[src/rtl/flop_pipe_pkg.sv]
// flop_pipe_pkg: shared defaults and count-width helper for the valid/ready register pipe
package flop_pipe_pkg;
  localparam int PIPE_WIDTH_DEFAULT = 32;
  localparam int PIPE_DEPTH_DEFAULT = 2;
  function automatic int count_w(input int depth);
    return $clog2(depth + 1);
  endfunction
endpackage

[src/rtl/flop_pipe_stage.sv]
// pipe_stage: one valid bit and data register that loads when downstream has room
module pipe_stage
  import flop_pipe_pkg::*;
#(
  parameter int WIDTH = PIPE_WIDTH_DEFAULT
) (
  input  logic             clk,
  input  logic             reset,
  input  logic             clr,
  input  logic             ld,
  input  logic             v_in,
  input  logic [WIDTH-1:0] d_in,
  output logic             v,
  output logic [WIDTH-1:0] d
);
  // flush drops only the valid bit; data moves only with a valid item so bubbles never toggle it
  always_ff @(posedge clk or negedge reset)
    if (!reset) begin
      v <= 1'b0;
      d <= '0;
    end else if (clr) begin
      v <= 1'b0;
    end else if (ld) begin
      v <= v_in;
      if (v_in) d <= d_in;
    end
endmodule

[src/rtl/flop_pipe.sv]
// flop_pipe: DEPTH-stage valid/ready register pipe with bubble collapsing and occupancy count
module flop_pipe
  import flop_pipe_pkg::*;
#(
  parameter int WIDTH = PIPE_WIDTH_DEFAULT,
  parameter int DEPTH = PIPE_DEPTH_DEFAULT
) (
  input  logic                        clk,
  input  logic                        reset,
  input  logic                        clr,
  input  logic                        in_valid,
  output logic                        in_ready,
  input  logic [WIDTH-1:0]            in_data,
  output logic                        out_valid,
  input  logic                        out_ready,
  output logic [WIDTH-1:0]            out_data,
  output logic [count_w(DEPTH)-1:0]   count
);
  localparam int CW = count_w(DEPTH);
  logic [DEPTH:0]   rdy;
  logic [DEPTH:0]   vsh;
  logic [DEPTH-1:0] v;
  logic [DEPTH-1:0] nv;
  logic [CW-1:0]    cnt_nxt;
  logic [WIDTH-1:0] d   [DEPTH];
  logic [WIDTH-1:0] din [DEPTH];
  assign vsh       = {v, in_valid};
  assign in_ready  = rdy[0] & ~clr & reset;
  assign out_valid = v[DEPTH-1];
  assign out_data  = d[DEPTH-1];
  // ready ripples from the output back; next-valid per stage feeds the registered popcount
  always_comb begin
    rdy[DEPTH] = out_ready;
    nv         = '0;
    cnt_nxt    = '0;
    for (int i = DEPTH - 1; i >= 0; i--) begin
      rdy[i]  = ~v[i] | rdy[i+1];
      nv[i]   = clr ? 1'b0 : rdy[i] ? vsh[i] : v[i];
      cnt_nxt = cnt_nxt + CW'(nv[i]);
    end
  end
  // occupancy tracks the stage valid bits edge for edge
  always_ff @(posedge clk or negedge reset)
    if (!reset) count <= '0;
    else count <= cnt_nxt;
  for (genvar i = 0; i < DEPTH; i++) begin : g_st
    if (i == 0) begin : g_head
      assign din[i] = in_data;
    end else begin : g_tail
      assign din[i] = d[i-1];
    end
    pipe_stage #(.WIDTH(WIDTH)) u_stage (
      .clk  (clk),
      .reset(reset),
      .clr  (clr),
      .ld   (rdy[i]),
      .v_in (vsh[i]),
      .d_in (din[i]),
      .v    (v[i]),
      .d    (d[i])
    );
  end
endmodule

[config.mk]
export PLATFORM = sky130hd
export DESIGN_NAME = flop_pipe
export DESIGN_NICKNAME = d
export VERILOG_FILES = /design/src/rtl/flop_pipe_pkg.sv /design/src/rtl/flop_pipe_stage.sv /design/src/rtl/flop_pipe.sv
export SDC_FILE = /design/constraint.sdc
export NUM_CORES = 1
export LEC_CHECK = 0
export ABC_AREA = 1
export CORE_UTILIZATION = 35
export DETAILED_ROUTE_END_ITERATION = 8
export PLACE_DENSITY = 0.73
export SETUP_SLACK_MARGIN = 0.4
export SYNTH_ARGS = -nofsm -noshare
export SYNTH_HDL_FRONTEND = slang
export SYNTH_SLANG_ARGS = --single-unit
[constraint.sdc]
create_clock -name clk -period 1.35 [get_ports clk]
set_clock_uncertainty 0.1 [all_clocks]
set_input_delay 0.2025 -clock clk [delete_from_list [all_inputs] [get_ports clk]]
set_output_delay 0.2025 -clock clk [all_outputs]
set_load 0.02 [all_outputs]
Word-level counts from Yosys, hierarchy flattened
Index checks and enable logic that the tools add are counted.
Cells by class
  $add $sub $neg: 1
  muxes and demuxes: 4
  bitwise logic cells: 7
  reduce and logical (&&, ||, !) cells: 2
Operator list (count)
  AND reduction 3 bit: 2
  two-way mux 1 bit: 4
  NOT 1 bit: 3
  adder 1 x 1 -> 2 bit: 1
  bitwise AND 1 bit: 2
  bitwise OR 1 bit: 2
Storage, ports and cells
  register bits: 68
  bits of input ports: 37
  output and inout bits: 36
  word-level logic and storage cells: 19

Logic depth before layout (Yosys ltp)
Gate-level depths: netlist (run 1).
  word-level depth: 6
  gate-level depth with buffers: 6
  depth with buffers taken out: 5

Modules after synthesis
From an unflattened synthesis (run 1), not the netlist that was laid out.
Unflattened totals
  cell total of the unflattened synthesis: 307
  area, all modules: 2871.5 sq um
By module, submodules not included
  pipe_stage: instances 2, cells each 147, area each 1378.8 sq um, sequential area each 825.8 sq um
  flop_pipe: instances 1, cells each 13, area each 113.9 sq um, sequential area each 50.0 sq um

Least setup slack after synthesis (run 1)
No wires, ideal clock.
  kind: reg-to-reg
  from: register g_st[1].u_stage.v
  to: register count[0]
  library setup time: 0.126 ns
  data arrival time: 1.258 ns
  required time: 1.124 ns
  path slack: -0.134 ns
  cell stages (with the launch flop): 5
  path buffers: 1
  period minus slack after synthesis: 1.484 ns
  cells stage by stage: dfrtp_1 > nand3_2 > buf_2 > a21oi_1 > ha_1
On the way
  cells in the longest elaborated chain, start to end: 6
  elaborated cells on any way between the ends: 8
  classes of those cells: 1 x add/sub; 4 x mux; 3 x bitwise
Ends and longest elaborated chain
  from (decl): RTL line flop_pipe_stage.sv:13  | output logic v,
  from (signal assigned): RTL line flop_pipe_stage.sv:24  | v <= v_in;
  NOT 1 bit: RTL line flop_pipe.sv:37  | rdy[i] = ~v[i] | rdy[i+1];
  bitwise OR 1 bit (2 in series): RTL line flop_pipe.sv:37
  two-way mux 1 bit
  two-way mux 1 bit: RTL line flop_pipe.sv:38  | nv[i] = clr ? 1'b0 : rdy[i] ? vsh[i] : v[i];
  named net nv[0]: RTL line flop_pipe.sv:23  | logic [DEPTH-1:0] nv;
  adder 1 x 1 -> 2 bit: RTL line flop_pipe.sv:39  | cnt_nxt = cnt_nxt + CW'(nv[i]);
  named net cnt_nxt[0]: RTL line flop_pipe.sv:24  | logic [CW-1:0] cnt_nxt;
  to (signal assigned): RTL line flop_pipe.sv:45  | else count <= cnt_nxt;
  to (decl): RTL line flop_pipe.sv:17  | output logic [count_w(DEPTH)-1:0] count
The timed path passes the listed nets, and every way through them passes these cells.
A chain may end at the register's enable or synchronous reset.

Worst setup path in the final report (run 1)
  from: register g_st[0].u_stage.v
  to: output in_ready
On the way
  cells in the longest elaborated chain, start to end: 4
Ends and longest elaborated chain
  from (decl): RTL line flop_pipe_stage.sv:13
  from (signal assigned): RTL line flop_pipe_stage.sv:24
  NOT 1 bit: RTL line flop_pipe.sv:37
  bitwise OR 1 bit: RTL line flop_pipe.sv:37
  bitwise AND 1 bit (2 in series): RTL line flop_pipe.sv:28  | assign in_ready = rdy[0] & ~clr & reset;
  to (decl): RTL line flop_pipe.sv:12  | output logic in_ready,
No other way between the ends.

==> results.ini, run 1 <==
[yosys]
synthTopCellsByArea = dfrtp_1, nand2_1, nand3_1, buf_4, buf_6
syn-cell-area_mm2 = 0.00299
netlist_instances = 324
ys_ff_latch = 68
synth_area_leader_cell = dfrtp_1
syn_avg_cell_area_um2 = 9.23
synth_warnings = 0
syn-num-nets = 362
synth_seq_area_share_pct = 56.9
netlist-cell-type-count = 13
synth_top_area_share_pct = 56.9

[global_routing]
grt_usage_pct = 18.9
grt_max_degree = 69
grt_pass1_wl_mm = 12.3
grt_pass1_vias = 2435
grt-ovfl-total = 0
antenna_found_initial = 0

[sta]
rsz0062_at_grt = yes
worst_slew_pin_slew_ns = 0.857
fin_tns_setup_ns = -0.576
report.final.slew_viol_count = 0
setup_slack_ns = -0.0522
slew_headroom_pct = 42.9
setup_viol = 29
holdWs_ns = -0.0485
min_period_ns = 1.40
fin_crit_sh_pct = 104
timing.fmax_mhz = 713
hold_violations = 60

[die]
rows = 33
die_h_um = 94.4
dieWidth_um = 94.4
dieArea_mm2 = 0.00891
core_area_mm2 = 0.00826
pin_count = 73
initial_core_util_pct = 36.2

[setup_path]
cp_cell_sequence = nand3_4, nand3b_1, inv_2, buf_6
slowest_stage = dfrtp_1
reg2reg_depth = 8
cp_num_buf_inv = 2
start_kind = flop
critical_path_class = reg2out
regToRegSetupSlack_ns = -0.04
cp-end-kind = output port
critPathMaxFanout = 2
slowest_delay_ns = 0.42
arrival_ns = 1.10
path_delay_family = flip-flops
r2r-start = g_st[0].u_stage.v
reg2reg_to = g_st[1].u_stage.d[27]
cp_data_required_time_ns = 1.05

[final_layout]
final_cell_area_mm2 = 0.00483
nets = 460
syn_to_final_growth_pct = 61.4
fillCellCount = 730
fin_util_pct = 58.4
diodes = 0
drive_gt1_share_pct = 41.3

[cts]
clk_pin_slew_ns = 0.07
cts_tree = yes
htreeDepth = 3
root_buffer = clkbuf_8
insertion_delay_ns = 0.33
cts_sinks = 68
cts_buffers = 9
clockBufferDepth = 2

[placement]
dp_hpwl_mm = 4.17
port_buffers = 72
gp_congestion = 0.744
place_ws_ns = -0.540
dpl_cell_area_mm2 = 0.00362

[routing]
met3_length_um = 287
met2_length_mm = 4.30
viasPerCell = 4.71
drt-met1-wl_mm = 3.53
route.detailed.wl_per_inst_um = 15.6
routed.top_layer = met4
vias = 2499
ant_nets = 0
drcViolationCount = 0
routed_wl_mm = 8.26
drt-initial-drc-count = 72
first_pass_iters = 4

[power]
vdd_ir_drop_max_mv = 0.620
p_leak_nw = 2.40
powerDensity_mw_per_mm2 = 1260

[status]
violations = negative hold slack, negative setup slack
outcome = finished, violations left

[job]
drv_cap = 0

[min_path]
holdCritPathClass = in2async

## kinds of logic after synthesis
group,after synthesis,share of synthesized area (%)
compound gates,2,0.335
fa+ha+maj,1,0.419
buf+inv,54,13.3
flops,68,56.9
simple gates,199,29.0
## Yosys cell counts
cell type	count
a21oi_1	2
buf_2	6
buf_4	38
buf_6	6
dfrtp_1	68
ha_1	1
inv_1	4
nand2_1	129
nand2_4	2
nand3_1	64
nand3_2	1
nand3b_1	1
nor2_4	2
## cell type report
cell class                 instances  area [um^2]  share of cell area (%)
sequential                        68         1700                    35.3
clock inverter                     4         48.8                    1.01
inverter                           4         17.5                   0.363
clock buffer                      11          151                    3.14
timing repair buffer             134         1580                    32.7
multi-input combinational        205         1190                    24.8
tap                              105          131                    2.72
## worst reg2reg max path, stage by stage (launching register included)
cell and delay (ns):
dfrtp_1 0.42, buf_6 0.13, inv_4 0.05, nor2_4 0.04, buf_12 0.15, buf_12 0.14, clkbuf_16 0.16, nand3_2 0.05
nand2_1 0.05
## how the worst max path moves through the flow
stage	start	end	slack, ns	depth (start not counted)
detailed placement	out_ready	in_ready	-0.54	6
floorplan	g_st[1].u_stage.v	count[0]	0.02	4
CTS	g_st[0].u_stage.v	in_ready	-0.07	4
global route	g_st[0].u_stage.v	in_ready	-0.09	4
finish	g_st[0].u_stage.v	in_ready	-0.05	4
global placement	out_ready	in_ready	-0.53	6
## layer usage
metal / track usage (%) / up-vias
li1: - / 1211
met1: 23.9 / 1217
met2: 32.7 / 58
met3: 3.30 / 13
met4: 6.15 / 0
met5: 0 / -
## where the power goes
group          total, mW  switching (mW)  leakage, nW  internal (mW)
clock               1.68           0.737        0.105          0.941
combinational       1.79           0.804         1.43          0.986
sequential          2.62           0.252        0.860           2.37
total               6.09            1.79         2.40           4.30
## metrics by stage
stage | power (mW) | std cells | hold WS (ns)
final | 6.09 | 531 | -0.0485
after global routing | 6.38 | 531 | 0.0292
after CTS | 5.83 | 507 | -0.0129
after detailed placement | 3.87 | 465 | 0.354
after global placement | 3.84 | 465 | 0.346
after floorplan | 3.47 | 324 | -0.193
## sequential cells by signal, indices dropped and copies added (netlist names)
signal,flops
g_st.u_stage.v,2
g_st.u_stage.d,64
count,2
## layout by cell type (no fill, tap or decap), types with 11 or more instances in the layout
cell             synthesis  final
buf_6                    6     40
nand3_1                 64     39
dfrtp_1                 68     67
clkbuf_8                 0     11
clkdlybuf4s50_1          0     35
nand2_2                  0     20
nand3_2                  1     25
buf_4                   38     36
nand2_1                129    106
buf_12                   0     13
## timing repair
| action | CTS | global route |
|---|---|---|
| setup buffers | 19 | 20 |
| pin swaps | 5 | 24 |
| resized for setup | 235 | 56 |
| setup endpoints to repair | 104 | 104 |
| hold endpoints to repair | 50 | 0 |
| gates cloned | 8 | 4 |
(Power assumes the default switching activity.)
==> inputs of run 2 (changes only) <==
--- a/constraint.sdc
+++ b/constraint.sdc
@@ -4,2 +4,2 @@
 set_output_delay 0.2025 -clock clk [all_outputs]
-set_load 0.02 [all_outputs]
+set_load 0.005 [all_outputs]
==> run 2 against run 1 <==
The run still ends with negative hold slack, negative setup slack left; non-clock buffer count decreased by 9; utilization decreased by 4.3 points; flip-flop and latch count unchanged; sequential share of layout area increased by 2.8 points; register-to-register slack got worse by 0.07 ns; global-route usage increased by 1.4 points; worst hold slack improved by 0.019 ns; final cell count decreased by 1.1%; design area decreased by 7.3%; power decreased by 7.5%; die area unchanged; first-iteration DRC count increased by 57%.
==> results.ini, run 2 (synthesized netlist as in run 1, its figures left out) <==
[status]
outcome = finished, violations left
violations = negative hold slack, negative setup slack

[setup_path]
critical_path_class = reg2reg
start_kind = flop
slowest_stage = dfrtp_1
critPathMaxFanout = 8  ; +6
cp_data_required_time_ns = 1.48  ; +0.43 ns
regToRegSetupSlack_ns = -0.11  ; -0.07 ns
arrival_ns = 1.59  ; +0.49 ns
slowest_delay_ns = 0.42  ; about the same
cpMostUsedCell = buf_12
cp_cell_sequence = buf_4, inv_4, nor2_4, buf_12, buf_12, buf_16, nand3_1, nand2_1
cp-end-kind = flop

[sta]
rsz0062_at_grt = yes
holdWs_ns = -0.0297  ; +0.0189 ns
worst_slew_pin_slew_ns = 0.843  ; -0.0138 ns
slew_headroom_pct = 43.8  ; +0.92 points
min_period_ns = 1.46  ; +0.0612 ns
report.final.slew_viol_count = 0  ; unchanged
setup_viol = 67  ; +130%
hold_violations = 57  ; -5.0%
timing.fmax_mhz = 683  ; -4.2%
fin_crit_sh_pct = 108  ; +4.5 points
setup_slack_ns = -0.113  ; -0.0612 ns

[die]
die_h_um = 94.4  ; unchanged
rows = 33  ; unchanged
dieWidth_um = 94.4  ; unchanged
dieArea_mm2 = 0.00891  ; unchanged
initial_core_util_pct = 36.2  ; unchanged
pin_count = 73  ; unchanged
core_area_mm2 = 0.00826  ; unchanged

[final_layout]
final_cell_area_mm2 = 0.00447  ; -7.3%
layout_common_cells = nand2_1, dfrtp_1, nand3_1
layout_commonest_cell = nand2_1
diodes = 0  ; unchanged
drive_gt1_share_pct = 36.4  ; -4.9 points
syn_to_final_growth_pct = 49.6
final_cells = 525  ; -1.1%
top_register = g_st.u_stage.d
nets = 453  ; -1.5%
reg_top3 = g_st.u_stage.d: 64 flops, count: 2 flops, g_st.u_stage.v: 2 flops
largest_reg_flops = 64  ; unchanged
fin_util_pct = 54.2  ; -4.3 points

[cts]
clockBufferDepth = 2  ; unchanged
root_buffer = clkbuf_8
clk_pin_slew_ns = 0.07  ; about the same
cts_tree = yes
cts_sinks = 68  ; unchanged
cts_buffers = 9  ; unchanged
htreeDepth = 3  ; unchanged
insertion_delay_ns = 0.34  ; about the same

[job]
drv_cap = 0  ; unchanged

[routing]
first_pass_iters = 4  ; unchanged
drt-initial-drc-count = 113  ; +57%
ant_nets = 0  ; unchanged
met3_length_um = 396  ; +38%
met2_length_mm = 4.21  ; -2.1%
routed.top_layer = met4
routed_wl_mm = 8.17  ; -1.1%
drt-met1-wl_mm = 3.43  ; -2.8%
drcViolationCount = 0  ; unchanged
route.detailed.wl_per_inst_um = 15.6  ; about the same
vias = 2437  ; -2.5%
viasPerCell = 4.64  ; -1.4%

[global_routing]
grt_pass1_vias = 2452  ; +0.70%
grt-ovfl-total = 0  ; unchanged
grt_pass1_wl_mm = 12.9  ; +5.3%
grt_usage_pct = 20.3  ; +1.4 points
antenna_found_initial = 0  ; unchanged
grt_max_degree = 69  ; unchanged

[min_path]
holdCritPathClass = in2async

[placement]
dpl_cell_area_mm2 = 0.00359  ; -0.93%
dp_hpwl_mm = 4.00  ; -4.1%
gp_congestion = 0.711  ; -4.4%
port_buffers = 72  ; unchanged
dpl.cell_count = 463  ; -0.43%

[power]
p_leak_nw = 2.30  ; -4.1%
vdd_ir_drop_max_mv = 0.561  ; -9.5%
powerDensity_mw_per_mm2 = 1260  ; -0.24%
total_power_mw = 5.63  ; -7.5%

==> run 2: critical path: cells and delay by family (launching register included) <==
kind,cells,cell delay (ns)
buffers and inverters,5,0.62
DFF,1,0.42
and+or+nand+nor,3,0.19
==> run 2: what timing repair did <==
action / CTS / global route
buffers inserted: 28 / 8
gates cloned: 10 / 0
pin swaps: 8 / 6
hold endpoints to repair: 54 / 0
setup endpoints to repair: 104 / 104
resized for setup: 194 / 16
==> run 2: layer usage <==
layer | vias up | GRT usage [%]
li1 | 1196 | -
met1 | 1160 | 25.9
met2 | 74 | 33.2
met3 | 7 | 4.11
met4 | 0 | 9.23
met5 | - | 0
==> run 2: final timing paths <==
check	endpoint	from	cells past startpoint
max	g_st[1].u_stage.d[25]	g_st[0].u_stage.v	8
min	count[1]	reset	2
max reg2reg	g_st[1].u_stage.d[25]	g_st[0].u_stage.v	8
min reg2reg	g_st[1].u_stage.d[20]	g_st[1].u_stage.d[20]	2
max in group asynchronous	g_st[0].u_stage.d[15]	reset	2
min in group clk	g_st[0].u_stage.d[28]	in_data[28]	3
==> run 2: stage by stage <==
stage	TNS, ns	setup WS, ns
final	-3.96	-0.113
after global routing	-7.54	-0.182
after CTS	-2.16	-0.0993
after detailed placement	-19.43	-0.405
after global placement	-18.77	-0.415
after floorplan	0	0.0775
==> run 2: layout make-up <==
cell class                      instances  area (um^2)
Clock inverter                          5         83.8
Sequential cell                        68         1700
Timing Repair Buffer                  125         1240
Multi-Input combinational cell        207         1160
Fill cell                             784         3780
Tap cell                              105          131
Inverter                                4         17.5
Clock buffer                           11          141
==> run 2: power by group <==
group	internal (mW)	switching, mW	total, mW
sequential	2.37	0.202	2.57
clock	1.10	0.769	1.87
combinational	0.671	0.524	1.19
total	4.14	1.50	5.63
